<file path="config.mk">
export PLATFORM = sky130hd
export DESIGN_NAME = input_part_flat
export DESIGN_NICKNAME = d
export VERILOG_FILES = /design/src/rtl/input_part_if.sv /design/src/rtl/input_part.sv /design/src/flat_wrapper.sv
export SDC_FILE = /design/constraint.sdc
export NUM_CORES = 1
export LEC_CHECK = 0
export CAP_MARGIN = 20
export CORE_AREA = 4 4 42 71
export DETAILED_ROUTE_END_ITERATION = 12
export DIE_AREA = 0 0 46 75
export DONT_BUFFER_PORTS = 1
export PLACE_DENSITY = 0.77
export SLEW_MARGIN = 0
export SYNTH_ARGS = -nofsm -noshare
export SYNTH_HDL_FRONTEND = slang
export SYNTH_SLANG_ARGS = --single-unit
</file>
<file path="constraint.sdc">
create_clock -name clk -period 1.5 [get_ports clk]
set_input_delay 0.3 -clock clk [delete_from_list [all_inputs] [get_ports clk]]
set_output_delay 0.3 -clock clk [all_outputs]
set_load 0.01 [all_outputs]
</file>
<file path="src/rtl/input_part_if.sv">
// Handshake/data bundle between the serial number source, input_part and the sorter.
interface input_part_if #(
    parameter int unsigned WIDTH = 4
);
    logic [WIDTH-1:0] data_in;
    logic             data_valid;
    logic             clear;
    logic             sort_done;
    logic             ready;
    logic [WIDTH-1:0] num0;
    logic [WIDTH-1:0] num1;
    logic [WIDTH-1:0] num2;
    logic [WIDTH-1:0] num3;
    logic             start_sort;
    logic [2:0]       fill_count;
    logic             drop_err;

    modport master (
        output data_in, data_valid, clear, sort_done,
        input  ready, num0, num1, num2, num3, start_sort, fill_count, drop_err
    );

    modport slave (
        input  data_in, data_valid, clear, sort_done,
        output ready, num0, num1, num2, num3, start_sort, fill_count, drop_err
    );
endinterface

</file>
<file path="src/rtl/input_part.sv">
// Collects four serial numbers into parallel slots, pulses start_sort once,
// then holds the set until the sorter reports sort_done.
module input_part #(
    parameter int unsigned WIDTH = 4
) (
    input logic         clk,
    input logic         rst,
    input_part_if.slave bus
);

    typedef enum logic [1:0] {StCollect, StLaunch, StBusy} state_e;

    state_e           state_q;
    logic [1:0]       idx_q;
    logic [WIDTH-1:0] num_q [4];
    logic [2:0]       fill_q;
    logic             ready_q;
    logic             start_q;
    logic             drop_q;

    always_ff @(posedge clk or posedge rst) begin
        if (rst) begin
            state_q <= StCollect;
            idx_q   <= 2'd0;
            fill_q  <= 3'd0;
            ready_q <= 1'b1;
            start_q <= 1'b0;
            drop_q  <= 1'b0;
            for (int i = 0; i < 4; i++) num_q[i] <= '0;
        end else if (bus.clear) begin
            // Abort the set; slot contents are deliberately left as they are.
            state_q <= StCollect;
            idx_q   <= 2'd0;
            fill_q  <= 3'd0;
            ready_q <= 1'b1;
            start_q <= 1'b0;
            drop_q  <= 1'b0;
        end else begin
            unique case (state_q)
                StCollect: begin
                    if (bus.data_valid) begin
                        num_q[idx_q] <= bus.data_in;
                        fill_q       <= fill_q + 3'd1;
                        if (idx_q == 2'd3) begin
                            state_q <= StLaunch;
                            ready_q <= 1'b0;
                            start_q <= 1'b1;
                        end else begin
                            idx_q <= idx_q + 2'd1;
                        end
                    end
                end
                StLaunch: begin
                    // sort_done is not looked at here: the pulse always completes.
                    state_q <= StBusy;
                    start_q <= 1'b0;
                    if (bus.data_valid) drop_q <= 1'b1;
                end
                StBusy: begin
                    if (bus.data_valid) drop_q <= 1'b1;
                    if (bus.sort_done) begin
                        state_q <= StCollect;
                        idx_q   <= 2'd0;
                        fill_q  <= 3'd0;
                        ready_q <= 1'b1;
                    end
                end
                default: begin
                    state_q <= StCollect;
                    idx_q   <= 2'd0;
                    fill_q  <= 3'd0;
                    ready_q <= 1'b1;
                    start_q <= 1'b0;
                end
            endcase
        end
    end

    assign bus.ready      = ready_q;
    assign bus.start_sort = start_q;
    assign bus.fill_count = fill_q;
    assign bus.drop_err   = drop_q;
    assign bus.num0       = num_q[0];
    assign bus.num1       = num_q[1];
    assign bus.num2       = num_q[2];
    assign bus.num3       = num_q[3];

endmodule
</file>
<file path="src/flat_wrapper.sv">
// flat-port wrapper written by rule: the top's interface ports become plain ports
module input_part_flat 
#(
    parameter int unsigned WIDTH = 4
)
  (clk, rst, bus_data_in, bus_data_valid, bus_clear, bus_sort_done, bus_ready, bus_num0, bus_num1, bus_num2, bus_num3, bus_start_sort, bus_fill_count, bus_drop_err);
  input_part_if #(.WIDTH(WIDTH)) bus_i ();
  input logic clk;
  input logic rst;
  input wire logic [$bits(bus_i.data_in)-1:0] bus_data_in;
  input wire logic [$bits(bus_i.data_valid)-1:0] bus_data_valid;
  input wire logic [$bits(bus_i.clear)-1:0] bus_clear;
  input wire logic [$bits(bus_i.sort_done)-1:0] bus_sort_done;
  output wire logic [$bits(bus_i.ready)-1:0] bus_ready;
  output wire logic [$bits(bus_i.num0)-1:0] bus_num0;
  output wire logic [$bits(bus_i.num1)-1:0] bus_num1;
  output wire logic [$bits(bus_i.num2)-1:0] bus_num2;
  output wire logic [$bits(bus_i.num3)-1:0] bus_num3;
  output wire logic [$bits(bus_i.start_sort)-1:0] bus_start_sort;
  output wire logic [$bits(bus_i.fill_count)-1:0] bus_fill_count;
  output wire logic [$bits(bus_i.drop_err)-1:0] bus_drop_err;
  assign bus_i.data_in = bus_data_in;
  assign bus_i.data_valid = bus_data_valid;
  assign bus_i.clear = bus_clear;
  assign bus_i.sort_done = bus_sort_done;
  assign bus_ready = bus_i.ready;
  assign bus_num0 = bus_i.num0;
  assign bus_num1 = bus_i.num1;
  assign bus_num2 = bus_i.num2;
  assign bus_num3 = bus_i.num3;
  assign bus_start_sort = bus_i.start_sort;
  assign bus_fill_count = bus_i.fill_count;
  assign bus_drop_err = bus_i.drop_err;
  input_part #(.WIDTH(WIDTH)) u_core (.clk(clk), .rst(rst), .bus(bus_i));
endmodule
</file>
==> out/metrics.csv, run 1 <==
stage,metric,value,unit
placed_design,DP Wirelength,2.03,mm
clocking,clock slew at reported path FFs,0.09,ns
timing,max-slew violations,0,
synthesis,Post-synth ARST share,100,%
synthesis,register area share after synthesis,51.2,%
drt,DR DRC count,0,
clocking,clk sinks,26,
synthesis,Yosys top cell by area,dfrtp_1,
synthesis,synth unique cells,37,
placed_design,I/O Buffers,0,
floorplan,core area,2460,sq um
cells_and_area,final non-filler cell total,150,
cells_and_area,ant diodes,0,
cells_and_area,FILL cells,197,
global_route,vias in the first global route,1007,
synthesis,"count leader, synth",dfrtp_1,
worst_setup_path,Critical Path RT,1.66,ns
worst_setup_path,Crit. End Element,flop,
worst_setup_path,crit path DAT,1.64,ns
placed_design,Placed Instance Area,1370,sq um
synthesis,Mapped Cells,107,
worst_setup_path,worst reg2reg path startpoint,u_core.idx_q[0]$_DFFE_PP0P_,
worst_setup_path,Startpoint Class,flop,
global_route,gr usage total,18.5,%
placed_design,final RePlAce weighted congestion,0.781,
synthesis,synth cell count leaders,"dfrtp_1 (25), mux2_2 (16), ha_1 (8), inv_1 (8), nand2_1 (8)",
worst_setup_path,R2R setup slack,0.01,ns
min_path,Hold Path End,u_core.idx_q[1]$_DFFE_PP0P_,
timing,worst relative slew slack,79.2,%
run_status,status,finished clean,
min_path,hold-critical path depth,1,
floorplan,Die Span Y,75,um
timing,final clock skew,0.00448,ns
timing,final number of setup-violating endpoints,0,
worst_setup_path,CP max FO,3,
synthesis,Synth top area share,49.2,%
min_path,HP Class,in -> reg,
cells_and_area,layout overhead on the synthesized area,25.2,%
synthesis,"top cells by area, synth","dfrtp_1 (49%), mux2_2 (14%), ha_1 (7.9%)",
pwr,Peak VDD IR,0.974,mV
drt,Final ANT Viol Nets,0,
drt,Post-Route WL,2.82,mm
timing,unrepaired setup endpoints after global routing,yes,
cells_and_area,fin area,1590,sq um
synthesis,Netlist Area Pre-Place,1270,sq um
worst_setup_path,worst r2r dst,u_core.idx_q[0]$_DFFE_PP0P_,
clocking,CTS tree,built,
timing,Final Hold Violating Endpoints,0,
clocking,root buffer cell,clkbuf_8,
worst_setup_path,crit path kind,reg -> reg,
timing,Final min period,1.49,ns
drt,drt first pass iters,3,
cells_and_area,Nets,142,
synthesis,Post-Syn Nets,124,
clocking,CTS Buffer Depth,2,
floorplan,Placement Rows,24,
drt,detail-routed via count per cell,5.89,
drt,drt wl/cell,18.8,um
drt,DR vias,884,
drt,Starting DRT DRC Count,12,
timing,Hold WS,0.0760,ns
placed_design,# placed instances,138,
job,maxcap violations,0,
floorplan,Die Width,46,um
timing,Final period util,99.1,%
floorplan,die area,3450,sq um
timing,Final TNS setup,0,ns
worst_setup_path,FF-to-FF path depth,5,
pwr,leak pwr,0.000770,uW
clocking,Worst-Skew Late Latency,0.27,ns
floorplan,Top Ports,31,
pwr,pwr dens,1300,nW/um^2
global_route,largest net degree at the start of global routing,27,
timing,worst slew pin tran,0.310,ns
min_path,hold_sp,bus_clear,
clocking,H-Tree Level Count,1,
cells_and_area,share of cells above drive strength 1,47.6,%
synthesis,Synth Register Bits,26,
global_route,first-pass GRT wire length,4.53,mm
synthesis,yosys warns,0,
synthesis,Synth Area per Inst,11.9,sq um
floorplan,Initial Utilization,51.7,%
synthesis,Post-synth EDFFs,0,
synthesis,"Top FF cell, synth",dfrtp_1,
clocking,cts bufs inserted,3,
global_route,initial antenna violation count,0,
timing,max frequency,0.673,GHz
global_route,total grt overflow,0,
## placed cells by master (no fill, tap or decap), drive strengths merged
master / count
o32ai: 1
o41ai: 1
nand4b: 1
nand2: 8
or3: 1
or4: 1
mux2: 16
o2bb2a: 1
dfrtp: 25
buf: 15
a211oi: 1
nand4: 1
a21oi: 5
a211o: 2
or2b: 1
a31oi: 1
a21boi: 1
a22oi: 1
o31ai: 2
nand3: 2
ha: 8
inv: 8
nor3: 1
nor2: 1
and2: 1
nor3b: 1
dfstp: 1
and3b: 1
dlygate4sd3: 1
nand2b: 1
o21ai: 2
o22ai: 2
nor2b: 4
o311ai: 1
clkbuf: 4
## area by class of cell
class / count / area [sq um] / area share (%)
Tap cell: 26 / 32.5 / 2.04
Clock buffer: 4 / 55.1 / 3.46
Multi-Input combinational cell: 70 / 684 / 43.0
Sequential cell: 26 / 652 / 40.9
Timing Repair Buffer: 16 / 139 / 8.72
Inverter: 8 / 30.0 / 1.89
## critical path, cell delays in order (launching register included)
cell and delay (ns):
dfrtp_1 0.45, ha_4 0.18, nand2b_1 0.15, buf_4 0.15, a211oi_1 0.32, o32ai_2 0.12
## state kept, by name, summed over array words and instances (netlist names)
register               count
u_core.bus.num0            4
u_core.bus.num1            4
u_core.bus.num2            4
u_core.bus.num3            4
u_core.bus.fill_count      3
u_core.idx_q               2
u_core.state_q             2
u_core.bus.drop_err        1
u_core.bus.ready           1
u_core.bus.start_sort      1
## per-layer routing
| layer | GRT usage (%) | part of all wire [%] | routed length, um | vias to the layer above |
|---|---|---|---|---|
| li1 | - | - | - | 412 |
| met1 | 18.9 | 34 | 967 | 433 |
| met2 | 31.7 | 55 | 1560 | 30 |
| met3 | 6.22 | 7.2 | 202 | 9 |
| met4 | 10.1 | 3.3 | 92 | 0 |
| met5 | 0 | 0 | 0 | - |
## worst max path at each step
stage	slack (ns)	endpoint	startpoint
floorplan	-0.03	u_core.bus.num0[0]$_DFFE_PP0P_	u_core.state_q[0]$_DFFE_PP0P_
detailed placement	-0.08	u_core.bus.num2[2]$_DFFE_PP0P_	u_core.state_q[0]$_DFFE_PP0P_
CTS	-0.009	u_core.idx_q[1]$_DFFE_PP0P_	u_core.state_q[0]$_DFFE_PP0P_
global route	-0.05	u_core.bus.fill_count[2]$_DFFE_PP0P_	u_core.state_q[1]$_DFFE_PP0P_
finish	0.01	u_core.idx_q[0]$_DFFE_PP0P_	u_core.idx_q[0]$_DFFE_PP0P_
global placement	-0.01	u_core.bus.num2[2]$_DFFE_PP0P_	u_core.state_q[0]$_DFFE_PP0P_
## cell families (layout without fill, tap and decap cells)
family                   after synthesis  after routing  synth area share (%)
flip-flops                            26             26                  51.2
AND/OR/NAND/NOR                       24             25                  11.0
AO/OA/AOI/OAI                         21             21                  11.5
multiplexers                          16             16                  14.2
buffers and inverters                 12             28                  4.23
adder cells (fa/ha/maj)                8              8                  7.87
## metrics by stage
step / utilization, % / total power, uW / worst slack [ns]
2_1_floorplan: - / 1420 / -0.0279
3_3_place_gp: 55.6 / 1520 / -0.0129
3_5_place_dp: 55.6 / 1550 / -0.0768
4_1_cts: 60.6 / 2050 / -0.00937
5_1_grt: 64.7 / 2190 / -0.0507
6_report: 64.7 / 2070 / 0.0137
## repair_timing
| action | CTS | global route |
|---|---|---|
| gates cloned | 0 | 1 |
| resized for setup | 13 | 12 |
| buffers inserted | 2 | 4 |
| endpoints found under the hold margin | 25 | 0 |
| pin swaps | 3 | 3 |
| hold buffers | 1 | 0 |
| endpoints found under the setup margin | 19 | 19 |
## power breakdown
part	total [uW]	leakage, uW	switching [uW]	internal, uW
combinational	513	0.000403	217	296
clock	448	0.0000288	213	235
sequential	1110	0.000338	222	888
Note: power is estimated with default switching activity, not from simulation.
==> inputs of run 2 (changes only) <==
--- a/config.mk
+++ b/config.mk
@@ -10,8 +10,8 @@
 export DETAILED_ROUTE_END_ITERATION = 12
 export DIE_AREA = 0 0 46 75
 export DONT_BUFFER_PORTS = 1
-export PLACE_DENSITY = 0.77
-export SLEW_MARGIN = 0
+export PLACE_DENSITY = 0.81
 export SYNTH_ARGS = -nofsm -noshare
 export SYNTH_HDL_FRONTEND = slang
 export SYNTH_SLANG_ARGS = --single-unit
+export TNS_END_PERCENT = 10
==> run 2 against run 1 <==
  * The flow now finishes with violations (negative setup slack)
  * First-iteration DRC count is 50% higher
  * Clock skew is 0.0027 ns higher
  * Core utilization is 3.0 points lower
  * Largest power group unchanged
  * Critical endpoint is now u_core.bus.num1[1]$_DFFE_PP0P_
  * Non-clock buffer count is 1 lower
  * Sequential share of layout area is 2.0 points higher
  * Global-route usage is 1.7 points lower
==> out/metrics.csv, run 2 (synthesis results as in run 1) <==
stage,metric,value,unit
run_status,status,"finished, violations left",
run_status,violated checks,negative setup slack,
drt,metal1 wirelength,989,um
drt,drt first pass iters,4,
placed_design,final RePlAce weighted congestion,0.751,
floorplan,core area,2460,sq um
cells_and_area,"Core Util, Final",61.7,%
global_route,gr usage total,16.8,%
drt,drt wl/cell,19.0,um
worst_setup_path,CP max FO,4,
floorplan,Initial Utilization,51.7,%
worst_setup_path,crit path DAT,1.70,ns
placed_design,DP Wirelength,1.93,mm
clocking,H-Tree Level Count,1,
clocking,cts bufs inserted,3,
worst_setup_path,Startpoint Class,flop,
drt,top routing layer in use,met4,
worst_setup_path,crit path cell chain,inv_2 > ha_2 > and3b_2 > nand2_2 > mux2_2,
drt,Starting DRT DRC Count,18,
timing,Final Hold Violating Endpoints,0,
worst_setup_path,Critical Path RT,1.66,ns
timing,Final period util,103,%
floorplan,Top Ports,31,
worst_setup_path,R2R setup slack,-0.04,ns
drt,Post-Route WL,2.82,mm
worst_setup_path,Crit. End Element,flop,
cells_and_area,FILL cells,196,
global_route,initial antenna violation count,0,
clocking,root buffer cell,clkbuf_8,
timing,"crit path setup slack, layout",-0.0427,ns
timing,Hold WS,0.0782,ns
worst_setup_path,FF-to-FF path depth,5,
timing,final clock skew,0.00714,ns
global_route,total grt overflow,0,
worst_setup_path,worst reg2reg path startpoint,u_core.state_q[1]$_DFFE_PP0P_,
cells_and_area,layout overhead on the synthesized area,19.4,%
placed_design,I/O Buffers,0,
timing,unrepaired setup endpoints after global routing,yes,
cells_and_area,share of cells above drive strength 1,43.4,%
pwr,pwr dens,1340,nW/um^2
worst_setup_path,crit path kind,reg -> reg,
floorplan,Placement Rows,24,
cells_and_area,ant diodes,0,
worst_setup_path,worst r2r dst,u_core.bus.num1[1]$_DFFE_PP0P_,
floorplan,die area,3450,sq um
timing,max-slew violations,0,
clocking,CTS tree,built,
drt,DR DRC count,0,
global_route,largest net degree at the start of global routing,27,
min_path,HP Class,in -> reg,
floorplan,Die Span Y,75,um
worst_setup_path,Worst Setup SP,u_core.state_q[1]$_DFFE_PP0P_,
timing,final number of setup-violating endpoints,12,
timing,worst relative slew slack,78.2,%
timing,max frequency,0.648,GHz
worst_setup_path,CP max stage cell,dfrtp_1,
cells_and_area,Nets,140,
timing,worst slew pin tran,0.326,ns
pwr,leak pwr,0.000726,uW
clocking,clock slew at reported path FFs,0.09,ns
cells_and_area,"most common cell after layout, fill and taps aside",dfrtp_1,
drt,detail-routed via count per cell,5.97,
global_route,vias in the first global route,941,
drt,wire length on met3,220,um
drt,DR vias,884,
worst_setup_path,CP max stage delay,0.41,ns
job,maxcap violations,0,
global_route,first-pass GRT wire length,4.24,mm
clocking,clk sinks,26,
cells_and_area,"commonest non-fill, non-tap cells in the layout","dfrtp_1 (25), mux2_2 (16), buf_4 (13)",
timing,Final min period,1.54,ns
drt,metal2 WL,1.58,mm
drt,Final ANT Viol Nets,0,
clocking,CTS Buffer Depth,2,
worst_setup_path,worst setup path end,u_core.bus.num1[1]$_DFFE_PP0P_,
clocking,Worst-Skew Late Latency,0.27,ns
floorplan,Die Width,46,um
pwr,Peak VDD IR,0.948,mV
-- run 2: area by class of cell --
type | instances | area, sq um | share of cell area (%)
sequential | 26 | 652 | 42.9
multi-input combinational | 69 | 631 | 41.5
timing repair buffer | 15 | 119 | 7.83
clock buffer | 4 | 55.1 | 3.62
tap | 26 | 32.5 | 2.14
inverter | 8 | 30.0 | 1.98
-- run 2: power by group --
part           switching (uW)  internal, uW  leakage (uW)
registers                 222           888      0.000338
clock network             215           234     0.0000288
logic                     207           276      0.000360
-- run 2: worst min path at each step --
| stage | start | end | cells after the start |
|---|---|---|---|
| floorplan | rst | u_core.bus.drop_err$_DFFE_PP0P_ | 1 |
| global placement | rst | u_core.bus.start_sort$_DFFE_PP0P_ | 2 |
| detailed placement | rst | u_core.bus.start_sort$_DFFE_PP0P_ | 2 |
| CTS | bus_clear | u_core.idx_q[1]$_DFFE_PP0P_ | 1 |
| global route | bus_clear | u_core.idx_q[1]$_DFFE_PP0P_ | 1 |
| finish | bus_clear | u_core.idx_q[1]$_DFFE_PP0P_ | 1 |
-- run 2: layer usage --
layer / up-vias / track usage, %
li1: 410 / -
met1: 439 / 18.4
met2: 31 / 29.0
met5: - / 0
met4: 0 / 6.65
met3: 4 / 5.50
-- run 2: repair_timing --
item / CTS / global route
gates resized for setup: 4 / 14
setup endpoints to repair: 18 / 22
hold buffers: 1 / 0
endpoints found under the hold margin: 25 / 0
pin swaps: 1 / 4
setup buffers: 0 / 4
-- run 2: per-stage QoR --
| stage | area, sq um | total power [uW] | setup WS (ns) | instances | TNS [ns] |
|---|---|---|---|---|---|
| floorplan | 1280 | 1410 | -0.0283 | 107 | -0.404 |
| global placement | 1360 | 1520 | 0.00639 | 139 | 0 |
| detailed placement | 1360 | 1540 | -0.0210 | 139 | -0.0790 |
| CTS | 1440 | 1990 | -0.0285 | 144 | -0.138 |
| global route | 1520 | 2150 | -0.0804 | 148 | -0.987 |
| finish | 1520 | 2040 | -0.0427 | 148 | -0.229 |
-- run 2: critical path, delay by kind of cell (launching register included) --
family | cells | cell delay [ns]
adder cells (fa/ha/maj) | 1 | 0.19
buffers and inverters | 1 | 0.06
flip-flops | 1 | 0.41
multiplexers | 1 | 0.35
AND/OR/NAND/NOR | 2 | 0.43
